===== config.mk =====
export PLATFORM = sky130hd
export DESIGN_NAME = debug_loader_ctrl
export DESIGN_NICKNAME = d
export VERILOG_FILES = /design/src/rtl/debug_loader_ctrl.sv
export SDC_FILE = /design/constraint.sdc
export NUM_CORES = 1
export LEC_CHECK = 0
export CAP_MARGIN = 20
export CORE_ASPECT_RATIO = 2
export CORE_MARGIN = 2
export CORE_UTILIZATION = 25
export DETAILED_ROUTE_END_ITERATION = 10
export RECOVER_POWER = 50
export SYNTH_ARGS = -nofsm -noshare
export SYNTH_HDL_FRONTEND = slang
export SYNTH_SLANG_ARGS = --single-unit

===== constraint.sdc =====
create_clock -name clk -period 2.9 [get_ports clk]
set_input_delay 0.58 -clock clk [delete_from_list [all_inputs] [get_ports clk]]
set_output_delay 0.58 -clock clk [all_outputs]
set_load 0.01 [all_outputs]

===== src/rtl/debug_loader_ctrl.sv =====
// Byte-command controller between the UART and the fetch stage. It loads programs
// into instruction memory, gates the pipeline for run/single-step, and reports completion.
module debug_loader_ctrl #(
   parameter int                  len_data  = 32,
   parameter int                  len_addr  = 7,
   parameter logic [len_data-1:0] halt_word = {len_data{1'b1}}
) (
   input  logic                clk,
   input  logic                reset,
   input  logic [7:0]          rx_byte,
   input  logic                rx_valid,
   input  logic                halt_flag,
   input  logic                tx_ready,
   output logic [7:0]          tx_byte,
   output logic                tx_valid,
   output logic                debug_flag,
   output logic [len_addr-1:0] addr_debug,
   output logic [len_data-1:0] ins_to_mem,
   output logic                wea_ram_inst,
   output logic                stall_flag
);
   localparam int nbytes = len_data / 8;
   localparam int bw     = (nbytes > 1) ? $clog2(nbytes) : 1;
   localparam logic [bw-1:0] last_byte = bw'(nbytes - 1);

   localparam logic [7:0] cmd_load  = 8'h4C;
   localparam logic [7:0] cmd_run   = 8'h43;
   localparam logic [7:0] cmd_step  = 8'h53;
   localparam logic [7:0] cmd_halt  = 8'h48;
   localparam logic [7:0] cmd_next  = 8'h4E;
   localparam logic [7:0] cmd_end   = 8'h45;
   localparam logic [7:0] rep_halt  = 8'hD0;
   localparam logic [7:0] rep_abort = 8'hAB;

   typedef enum logic [2:0] {
      IDLE, LOAD, WRITE, RUN, STEP, STEP_PULSE, REPORT
   } state_t;

   state_t            state_reg, state_next;
   logic [bw-1:0]     byte_cnt;
   logic [len_addr:0] word_cnt;
   logic [len_addr:0] word_cnt_inc;
   logic              load_done;

   assign word_cnt_inc = word_cnt + 1'b1;
   // A load ends on the halt word or once the last memory address has been written.
   assign load_done    = (ins_to_mem == halt_word) || (addr_debug == '1);

   always_ff @(posedge clk) begin
      if (!reset) state_reg <= IDLE;
      else        state_reg <= state_next;
   end

   always_comb begin
      state_next   = state_reg;
      debug_flag   = 1'b1;
      stall_flag   = 1'b1;
      wea_ram_inst = 1'b0;
      tx_valid     = 1'b0;
      case (state_reg)
         IDLE: begin
            if (rx_valid) begin
               if (rx_byte == cmd_load)      state_next = LOAD;
               else if (rx_byte == cmd_run)  state_next = RUN;
               else if (rx_byte == cmd_step) state_next = STEP;
            end
         end
         LOAD: begin
            if (rx_valid && byte_cnt == last_byte) state_next = WRITE;
         end
         WRITE: begin
            wea_ram_inst = 1'b1;
            state_next   = load_done ? REPORT : LOAD;
         end
         RUN: begin
            debug_flag = 1'b0;
            stall_flag = halt_flag;
            if (halt_flag || (rx_valid && rx_byte == cmd_halt)) state_next = REPORT;
         end
         STEP: begin
            debug_flag = 1'b0;
            if (halt_flag) state_next = REPORT;
            else if (rx_valid && rx_byte == cmd_next) state_next = STEP_PULSE;
            else if (rx_valid && rx_byte == cmd_end)  state_next = REPORT;
         end
         STEP_PULSE: begin
            debug_flag = 1'b0;
            stall_flag = halt_flag;
            state_next = halt_flag ? REPORT : STEP;
         end
         REPORT: begin
            tx_valid = 1'b1;
            if (tx_ready) state_next = IDLE;
         end
         default: state_next = IDLE;
      endcase
   end

   always_ff @(posedge clk) begin
      if (!reset) begin
         ins_to_mem <= '0;
         addr_debug <= '0;
         byte_cnt   <= '0;
         word_cnt   <= '0;
         tx_byte    <= '0;
      end else begin
         case (state_reg)
            IDLE: begin
               if (rx_valid && rx_byte == cmd_load) begin
                  addr_debug <= '0;
                  word_cnt   <= '0;
                  byte_cnt   <= '0;
               end
            end
            LOAD: begin
               if (rx_valid) begin
                  ins_to_mem <= (ins_to_mem << 8) | len_data'(rx_byte);
                  byte_cnt   <= (byte_cnt == last_byte) ? '0 : byte_cnt + 1'b1;
               end
            end
            WRITE: begin
               addr_debug <= addr_debug + 1'b1;
               word_cnt   <= word_cnt_inc;
               if (load_done) tx_byte <= 8'(word_cnt_inc);
            end
            RUN: begin
               if (halt_flag)                               tx_byte <= rep_halt;
               else if (rx_valid && rx_byte == cmd_halt)    tx_byte <= rep_abort;
            end
            STEP: begin
               if (halt_flag)                               tx_byte <= rep_halt;
               else if (rx_valid && rx_byte == cmd_end)     tx_byte <= rep_abort;
            end
            STEP_PULSE: begin
               if (halt_flag) tx_byte <= rep_halt;
            end
            default: ;
         endcase
      end
   end
endmodule


Word-level counts from Yosys, hierarchy flattened
Cells that the tools add are included.

word-level totals
  bits in registers = 60
  bits of input ports = 13
  output and inout bits = 51

operators by class
  $add $sub $neg = 3
  equality and inequality tests = 27
  mux-type cells = 32
  bitwise gates (word level) = 1
  reductions and logical operators = 18

operators with widths
  operator                                                               number
  8-bit 2-to-1 mux                                                       7
  8-bit by 7-bit equality test with 1-bit output, second input constant  6
  3-bit 2-to-1 mux                                                       11
  32-bit equality test, second input constant                            1
  32-bit by 8-bit bitwise OR with 32-bit output                          1
  8-bit one-hot mux with 4 select lines                                  1
  3-bit one-hot mux with 7 select lines                                  1
  2-bit != test, second input constant                                   8
  8-bit one-hot mux with 2 select lines                                  1
  7-bit one-hot mux with 2 select lines                                  1
  3-bit equality test, second input constant                             3
  8-bit by 1-bit adder with 8-bit output, second input constant          1
  2-bit 2-to-1 mux                                                       4
  4-bit != test, second input constant                                   2
  7-bit by 1-bit adder with 7-bit output, second input constant          1
  7-bit equality test, second input constant                             1
  7-bit 2-to-1 mux                                                       1
  3-bit by 2-bit equality test with 1-bit output, second input constant  2
  3-bit != test, second input constant                                   2
  6-bit AND reduction                                                    1
  1-bit logical AND                                                      5
  5-bit AND reduction                                                    1
  1-bit 2-to-1 mux                                                       4
  2-bit one-hot mux with 2 select lines                                  1
  other kinds (11)                                                       14

Logic depth before layout (Yosys ltp)
Gate-level depths: netlist (run 1).

  word-level depth = 6
  mapped depth = 9

Worst setup path before layout (run 1)
Ideal clock, no wire load.

  kind = input to register
  from = input rx_byte[4]
  to = register tx_byte[4]
  library setup time = 0.079 ns
  arrival time = 2.191 ns
  data required time = 2.821 ns
  slack = 0.630 ns
  stages = 7
  cell sequence = or4b_4 -> o31ai_4 -> a21oi_2 -> a211oi_4 -> buf_6 -> nor2_1 -> a211oi_2

on the way
  cells in the longest elaborated chain, start to end = 4
  elaborated cells between the ends (all ways) = 7

RTL lines
  element                                                            line      RTL
  start: declaration                                                 10        input logic [7:0] rx_byte,
  8-bit by 7-bit equality test with 1-bit output (on tied branches)  132, 128
  1-bit logical AND (on tied branches)                               132, 128
  3-bit != test (no source line)                                     -
  5-bit AND reduction (no source line) (*)                           -
  end signal: assignment                                             131       if (halt_flag) tx_byte <= rep_halt;
  end signal: assignment                                             132       else if (rx_valid && rx_byte == cmd_end) tx_byte <= rep_abort;
  end signal: assignment                                             135       if (halt_flag) tx_byte <= rep_halt;
  end: declaration                                                   14        output logic [7:0] tx_byte,

Every way passes the cells marked *; elsewhere a longest branch is shown, timed or not.
A chain may end at the register's enable or synchronous reset.

Worst setup path after layout (run 1)
  from = input halt_flag
  to = output stall_flag

on the way
  cells in the longest elaborated chain, start to end = 1

RTL lines
  element             line  RTL
  start: declaration  12    input logic halt_flag,
  1-bit 2-to-1 mux    60    case (state_reg)
  end: declaration    20    output logic stall_flag

Every way passes these cells.

==> qor.csv, run 1 <==
metric,value,unit
path_clk_slew,0.05,ns
root_buffer,clkbuf_16,
numCtsBuffers,9,
clk-insertion-delay-late,0.33,ns
syn-num-nets,384,
place.gp.congestion,0.830,
fin_util,36.3,%
cts_resized,0,
drv_slew,0,
powerDensity,612,nW/um2
whs_path_depth,2,
drt-initial-drc-count,175,
htreeDepth,3,
fin_crit,2.76,ns
finalClockSkew,0.00459,ns
drtAntennaViolNets,0,
cp_num_cells,4,
final_cell_mix,"nand2_1 (80), dfxtp_1 (60), a21oi_1 (50), clkdlybuf4s50_1 (40), nor2_1 (30)",
fp.dieW,79.6,um
drcViolationCount,0,
largest-register,ins_to_mem,
worstRegToRegCells,6,
drt-total-wl,8850,um
largest_reg_flops,32,
io_pins,64,
fmax,362,MHz
critical_path_class,in2out,
p_total,2490,uW
cpMostUsedCell,clkdlybuf4s50_1,
slowest_delay,0.52,ns
hold_viol,0,
crit_chain,clkdlybuf4s50_1 > nor2b_1 > o21ai_0 > clkdlybuf4s50_1,
portBuffers,63,
vdd_drop_max,0.000267,V
avgSynthCellArea,7.76,um2
critPathArrivalTime,2.18,ns
cp-end-kind,output port,
crit_slowest_cell,clkdlybuf4s50_1,
layout_commonest_cell,nand2_1,
synth_flop_cell,dfxtp_1,
routed_via_density,5.01,
min_path_type,reg2reg,
cp_top_family,buffers and inverters,
clock_sinks,60,
outcome,"complete, no violations",
n_antenna_cell,0,
ys_seq_area_share,42.0,%
start_kind,input port,
vias,2950,
synth_cells,368,
cts_tree,done,
top_regs,"ins_to_mem (32), tx_byte (8), word_cnt (8)",
required,2.32,ns
slew_headroom,11.2,%
dp_hpwl,6600,um
rsz0062_at_grt,false,
grt_pass1_vias,2934,
cts_buffer_depth,2,
cts_hold_buf,0,
antenna_found_initial,0,
fin_tns_setup,0,ns
post_drt_wl_per_cell,15.0,um
final_layout_size_suffix_gt1_share,9.84,%
rows,55,
synth-seq-cells,60,
path_buf_inv,2,
postCtsSetupRepairBufs,0,
grt_pass1_wl,14300,um
die_area,12300,um2
synthDistinctLibCells,46,
synth_warnings,0,
die-height,155,um
nets,458,
design_area,4070,um2
max_cap_violations,0,
finalSetupViolations,0,
grt_start_max_net_pins,33,
syn_area,2860,um2
core_area,11200,um2
start_util,25.5,%
nFillCells,1165,
grt_overflow,0,
area_growth,42.4,%
p_leak,0.00145,uW
track_usage,14.9,%
synth_edf_count,0,
period_share,95.1,%
crit_path_max_fanout,4,
firstDrtPassIters,4,
async_flop_share,0,%
worst_pin_slew,1.33,ns
place_area,3750,um2
[tightest hold or removal path, delay by kind of cell (launching register included)]
kind	cells	cell delay, ns
compound gates	1	0.05
simple gates	1	0.05
flops	1	0.31
[cells in the mapped netlist (all sizes together), types with 4 or more instances]
cell type,number,area [um2]
nand2b,4,25.0
nand3,8,40.0
nand2,80,300
o31ai,5,51.3
dfxtp,60,1200
o211ai,4,30.0
clkbuf,19,71.3
and3,6,37.5
nand3b,7,52.6
o21ai,18,90.1
a21oi,51,259
nor2,31,119
nand4,12,75.1
a311oi,4,35.0
a211oi,9,90.1
inv,6,22.5
[metrics by stage]
stage                     setup WS [ns]  instances  hold slack, ns
after floorplan                   0.630        368           0.436
after global placement            0.120        573           0.445
after detailed placement         0.0663        573           0.452
after CTS                         0.152        589           0.459
after global routing             0.0307        589           0.480
final                             0.141        589           0.457
[kinds of logic after synthesis]
family / count (synthesis) / synth area share (%)
compound gates: 105 / 23.4
xor+xnor: 6 / 1.84
fa+ha+maj: 3 / 1.31
buf+inv: 29 / 4.12
flops: 60 / 42.0
simple gates: 165 / 27.2
[layout make-up]
cell class | count | area (um2) | share of cell area (%)
clock inverter | 7 | 98.8 | 2.43
tap | 142 | 178 | 4.37
multi-input combinational | 279 | 1540 | 37.8
timing repair buffer | 85 | 801 | 19.7
sequential | 60 | 1200 | 29.5
inverter | 7 | 26.3 | 0.646
clock buffer | 9 | 225 | 5.54
[where the power goes]
group          switching [uW]  total (uW)  internal [uW]
clock                     401        1160            755
combinational             244         430            186
sequential               39.5         904            864
total                     684        2490           1810
[per-layer routing]
layer / vias up / global-route usage [%] / wire length (um)
li1: 1461 / - / -
met5: - / 0 / 0
met2: 78 / 27.4 / 4940
met1: 1389 / 14.7 / 3260
met3: 22 / 3.36 / 329
met4: 0 / 8.62 / 320
[path summary, 6_finish.rpt]
path / from / endpoint / slack, ns
worst max-delay path: halt_flag / stall_flag / 0.14
worst min-delay path: byte_cnt[1]$_SDFFE_PN0P_ / byte_cnt[1]$_SDFFE_PN0P_ / 0.46
worst max register to register: state_reg[1]$_SDFFE_PN0P_ / ins_to_mem[11]$_SDFFE_PN0P_ / 0.39
worst min register to register: byte_cnt[1]$_SDFFE_PN0P_ / byte_cnt[1]$_SDFFE_PN0P_ / 0.46
(Power assumes the default switching activity.)
==> inputs of run 2 (changes only) <==
- CORE_MARGIN: 2 -> 5
==> run 2 against run 1 <==
Effect of this change: non-clock buffer count decreased by 4; combinational power decreased by 3%; hold slack improved by 0.0073 ns; first-iteration DRC count decreased by 55%; critical endpoint unchanged; sequential share of layout area increased by 0.38 points; register-to-register slack improved by 0.12 ns; sequential power increased by 0.8%; maximum frequency increased by 1.3%; via count decreased by 3.2%; flip-flop and latch count unchanged; global-route usage decreased by 1.6 points; clock skew increased by 0.0039 ns.
==> qor.csv, run 2 (same netlist as run 1, synthesis figures left out) <==
metric,value,unit
drtAntennaViolNets,0,
vias,2855,
grt_overflow,0,
worst_slack,0.176,ns
crit_path_max_fanout,4,
clk-insertion-delay-late,0.33,ns
track_usage,13.3,%
die_area,13800,um2
drt-total-wl,8900,um
portBuffers,63,
area_growth,40.6,%
clock_sinks,60,
cts_resized,0,
fin_crit,2.72,ns
post_drt_wl_per_cell,15.2,um
finalSetupViolations,0,
start_kind,input port,
rows,55,
period_share,93.9,%
fmax,367,MHz
grt_pass1_wl,14400,um
drt-initial-drc-count,79,
slew_headroom,9.50,%
io_pins,64,
start_util,25.3,%
powerDensity,578,nW/um2
pre_cts_ws,0.0884,ns
finalClockSkew,0.00845,ns
critical_path_class,in2out,
largest_reg_flops,32,
largest-register,ins_to_mem,
outcome,"complete, no violations",
cts_buffer_depth,2,
htreeDepth,3,
p_leak,0.00142,uW
die-height,161,um
layout_commonest_cell,nand2_1,
nFillCells,1201,
antenna_found_initial,0,
path_clk_slew,0.06,ns
n_antenna_cell,0,
max_cap_violations,0,
core_area,11300,um2
critPathArrivalTime,2.14,ns
drcViolationCount,0,
postCtsSetupRepairBufs,0,
worst_pin_slew,1.36,ns
top_regs,"ins_to_mem (32), tx_byte (8), word_cnt (8)",
place.gp.congestion,0.814,
nets,454,
design_area,4020,um2
drv_slew,0,
required,2.32,ns
vdd_drop_max,0.000337,V
numCtsBuffers,9,
final_layout_size_suffix_gt1_share,9.26,%
fin_tns_setup,0,ns
firstDrtPassIters,4,
cts_hold_buf,0,
place_area,3730,um2
fp.dieW,85.6,um
cp-end-kind,output port,
hold_viol,0,
root_buffer,clkbuf_16,
routed_via_density,4.88,
grt_start_max_net_pins,51,
cts_tree,done,
grt_pass1_vias,2819,
final_cell_mix,"nand2_1 (80), dfxtp_1 (60), a21oi_1 (50), clkdlybuf4s50_1 (40), nor2_1 (30)",
min_path_type,reg2reg,
dp_hpwl,6840,um
rsz0062_at_grt,false,
## run 2: worst max-delay path, cell delays in order
cell and delay [ns]:
clkdlybuf4s50_1 0.47, nor2b_1 0.36, o21ai_0 0.21, clkdlybuf4s50_1 0.52
## run 2: per-layer routing
metal / vias up / global-route usage [%] / part of all wire, % / wire length (um)
met5: - / 0 / 0 / 0
met4: 0 / 6.12 / 2.8 / 245
met3: 19 / 3.27 / 3.4 / 305
met2: 50 / 25.0 / 57 / 5100
met1: 1333 / 13.3 / 37 / 3250
li1: 1453 / - / - / -
## run 2: path summary, 6_finish.rpt
path,from,end,slack [ns],cells after the start
min,byte_cnt[1]$_SDFFE_PN0P_,byte_cnt[1]$_SDFFE_PN0P_,0.46,2
min reg2reg,byte_cnt[1]$_SDFFE_PN0P_,byte_cnt[1]$_SDFFE_PN0P_,0.46,2
max,halt_flag,stall_flag,0.18,4
max reg2reg,state_reg[2]$_SDFFE_PN0P_,ins_to_mem[5]$_SDFFE_PN0P_,0.51,5
## run 2: area by class of cell
| class | instances | area (um2) | area share (%) |
|---|---|---|---|
| clock buffers | 10 | 239 | 5.95 |
| clock inverters | 6 | 47.5 | 1.18 |
| inverters | 7 | 26.3 | 0.654 |
| multi-input cells | 279 | 1540 | 38.3 |
| flip-flops and latches | 60 | 1200 | 29.9 |
| well taps | 142 | 178 | 4.42 |
| repair buffers | 81 | 787 | 19.6 |
## run 2: metrics by stage
step / util (%) / hold slack (ns) / power, uW / std cells
5_1_grt: 35.6 / 0.487 / 2440 / 585
6_report: 35.6 / 0.464 / 2320 / 585
2_1_floorplan: - / 0.436 / 1170 / 368
4_1_cts: 35.6 / 0.465 / 2370 / 585
3_5_place_dp: 33.1 / 0.457 / 1360 / 569
3_3_place_gp: 33.1 / 0.442 / 1350 / 569
## run 2: power breakdown
group / internal [uW] / switching, uW / leakage [uW] / total (uW)
clock network: 606 / 389 / 0.000139 / 995
logic: 182 / 236 / 0.000798 / 418
registers: 865 / 45.9 / 0.000484 / 911
==> inputs of run 3 (changes only) <==
- CAP_MARGIN: 20 -> not set
- PLACE_DENSITY: not set -> 0.5
==> run 3 against run 2 <==
Effect of this change: sequential share of layout area is 0.52 points lower; combinational power hardly changed; critical path depth stayed put; global-route usage is 0.28 points higher; sequential power hardly changed; via count is 0.95% higher; design area is 1.8% higher; flip-flop and latch count stayed put; final cell count is 0.85% higher; power is 6.8% higher; hold slack better by 0.0024 ns.
==> qor.csv, run 3 (same netlist as run 1, synthesis figures left out) <==
metric,value,unit
crit_slowest_cell,clkdlybuf4s50_1,
largest-register,ins_to_mem,
p_sw_share,27.3,%
largest_reg_flops,32,
grt_overflow,0,
dp_hpwl,7050,um
fmax,367,MHz
crit_path_max_fanout,4,
outcome,"complete, no violations",
max_cap_violations,0,
crit_start,halt_flag,
slew_headroom,8.39,%
crit_chain,clkdlybuf4s50_1 > nor2b_1 > o21ai_0 > clkdlybuf4s50_1,
routed_via_density,4.88,
final_cell_mix,"nand2_1 (80), dfxtp_1 (60), a21oi_1 (50), dlygate4sd3_1 (46), nor2_1 (30)",
grt_pass1_wl,14700,um
critical_path_class,in2out,
powerDensity,607,nW/um2
cts_hold_buf,0,
postCtsSetupRepairBufs,0,
r2r_slack,0.39,ns
p_leak,0.00154,uW
area_growth,43.1,%
multi_input_area,1540,um2
cp_top_family,buffers and inverters,
grt_pass1_vias,2844,
drtAntennaViolNets,0,
hold_viol,0,
cts_resized,0,
vias,2882,
regArea,1200,um2
die-height,161,um
path_clk_slew,0.05,ns
fin_tns_setup,0,ns
start_util,25.3,%
place.gp.congestion,0.824,
clock_sinks,60,
start_kind,input port,
core_area,11300,um2
drt-total-wl,9100,um
vdd_drop_max,0.000310,V
rows,55,
drv_slew,0,
critPathArrivalTime,2.14,ns
final_layout_size_suffix_gt1_share,10.0,%
finalClockSkew,0.00551,ns
pwr-share-seq,36.6,%
cpMostUsedCell,clkdlybuf4s50_1,
finalSetupViolations,0,
grt_start_max_net_pins,33,
nFillCells,1227,
htreeDepth,3,
combinationalPowerShare,16.8,%
drt-initial-drc-count,93,
nets,459,
numCtsBuffers,9,
required,2.32,ns
rsz0062_at_grt,false,
cts_buffer_depth,2,
drcViolationCount,0,
firstDrtPassIters,4,
p_sw,678,uW
p_total,2480,uW
portBuffers,63,
period_share,93.9,%
fin_util,36.2,%
internal_power,1800,uW
clk-insertion-delay-late,0.33,ns
fin_crit,2.72,ns
fp.dieW,85.6,um
die_area,13800,um2
track_usage,13.6,%
layout_commonest_cell,nand2_1,
n_antenna_cell,0,
min_path_type,reg2reg,
antenna_found_initial,0,
post_drt_wl_per_cell,15.4,um
cp-end-kind,output port,
root_buffer,clkbuf_16,
io_pins,64,
hp-start,byte_cnt[1]$_SDFFE_PN0P_,
path_buf_inv,2,
slowest_delay,0.52,ns
clock_power_share,46.6,%
reg2reg_from,state_reg[1]$_SDFFE_PN0P_,
top_regs,"ins_to_mem (32), tx_byte (8), word_cnt (8)",
cts_tree,done,
worst_pin_slew,1.37,ns
-- run 3: cell types whose count changed in the layout (fill, tap and decap cells not counted), sizes merged --
cell,previous run,this run
buf,17,21
bufinv,0,2
clkdlybuf4s50,40,17
clkinv,5,4
dlygate4sd3,23,46
-- run 3: path summary, 6_finish.rpt --
check,endpoint,cells past startpoint
min,byte_cnt[1]$_SDFFE_PN0P_,2
max reg2reg,ins_to_mem[25]$_SDFFE_PN0P_,6
max,stall_flag,4
min reg2reg,byte_cnt[1]$_SDFFE_PN0P_,2
-- run 3: per-layer routing --
layer  GRT usage, %  wire [um]  vias up
met5              0          0        -
met4           7.06        288        0
met3           2.50        284       17
met2           26.1       5230       54
met1           13.2       3290     1352
li1               -          -     1459
-- run 3: area by class of cell --
type / instances / area share [%]
Multi-Input combinational cell: 279 / 37.6
Clock buffer: 9 / 5.51
Inverter: 7 / 0.643
Sequential cell: 60 / 29.4
Clock inverter: 7 / 2.42
Tap cell: 142 / 4.35
Timing Repair Buffer: 86 / 20.1
-- run 3: worst min-delay path, delay by kind of cell, from the launching register on --
kind	cells	cell delay (ns)
flops	1	0.31
simple gates	1	0.05
compound gates	1	0.05
-- run 3: stage by stage --
step / std cells / worst slack (ns) / hold WS (ns) / cell area (um2)
after floorplan: 368 / 0.630 / 0.436 / 2860
after global placement: 574 / 0.123 / 0.445 / 3770
after global routing: 590 / 0.0494 / 0.490 / 4090
after CTS: 590 / 0.139 / 0.468 / 4100
final: 590 / 0.178 / 0.467 / 4090
after detailed placement: 574 / 0.0604 / 0.461 / 3770
-- run 3: power by group through the flow --
stage / clock, uW / sequential (uW) / combinational [uW]
after CTS: 1190 / 912 / 433
after global placement: 0 / 930 / 428
after floorplan: 0 / 919 / 254
after detailed placement: 0 / 930 / 432
final: 1160 / 909 / 416
after global routing: 1220 / 916 / 463
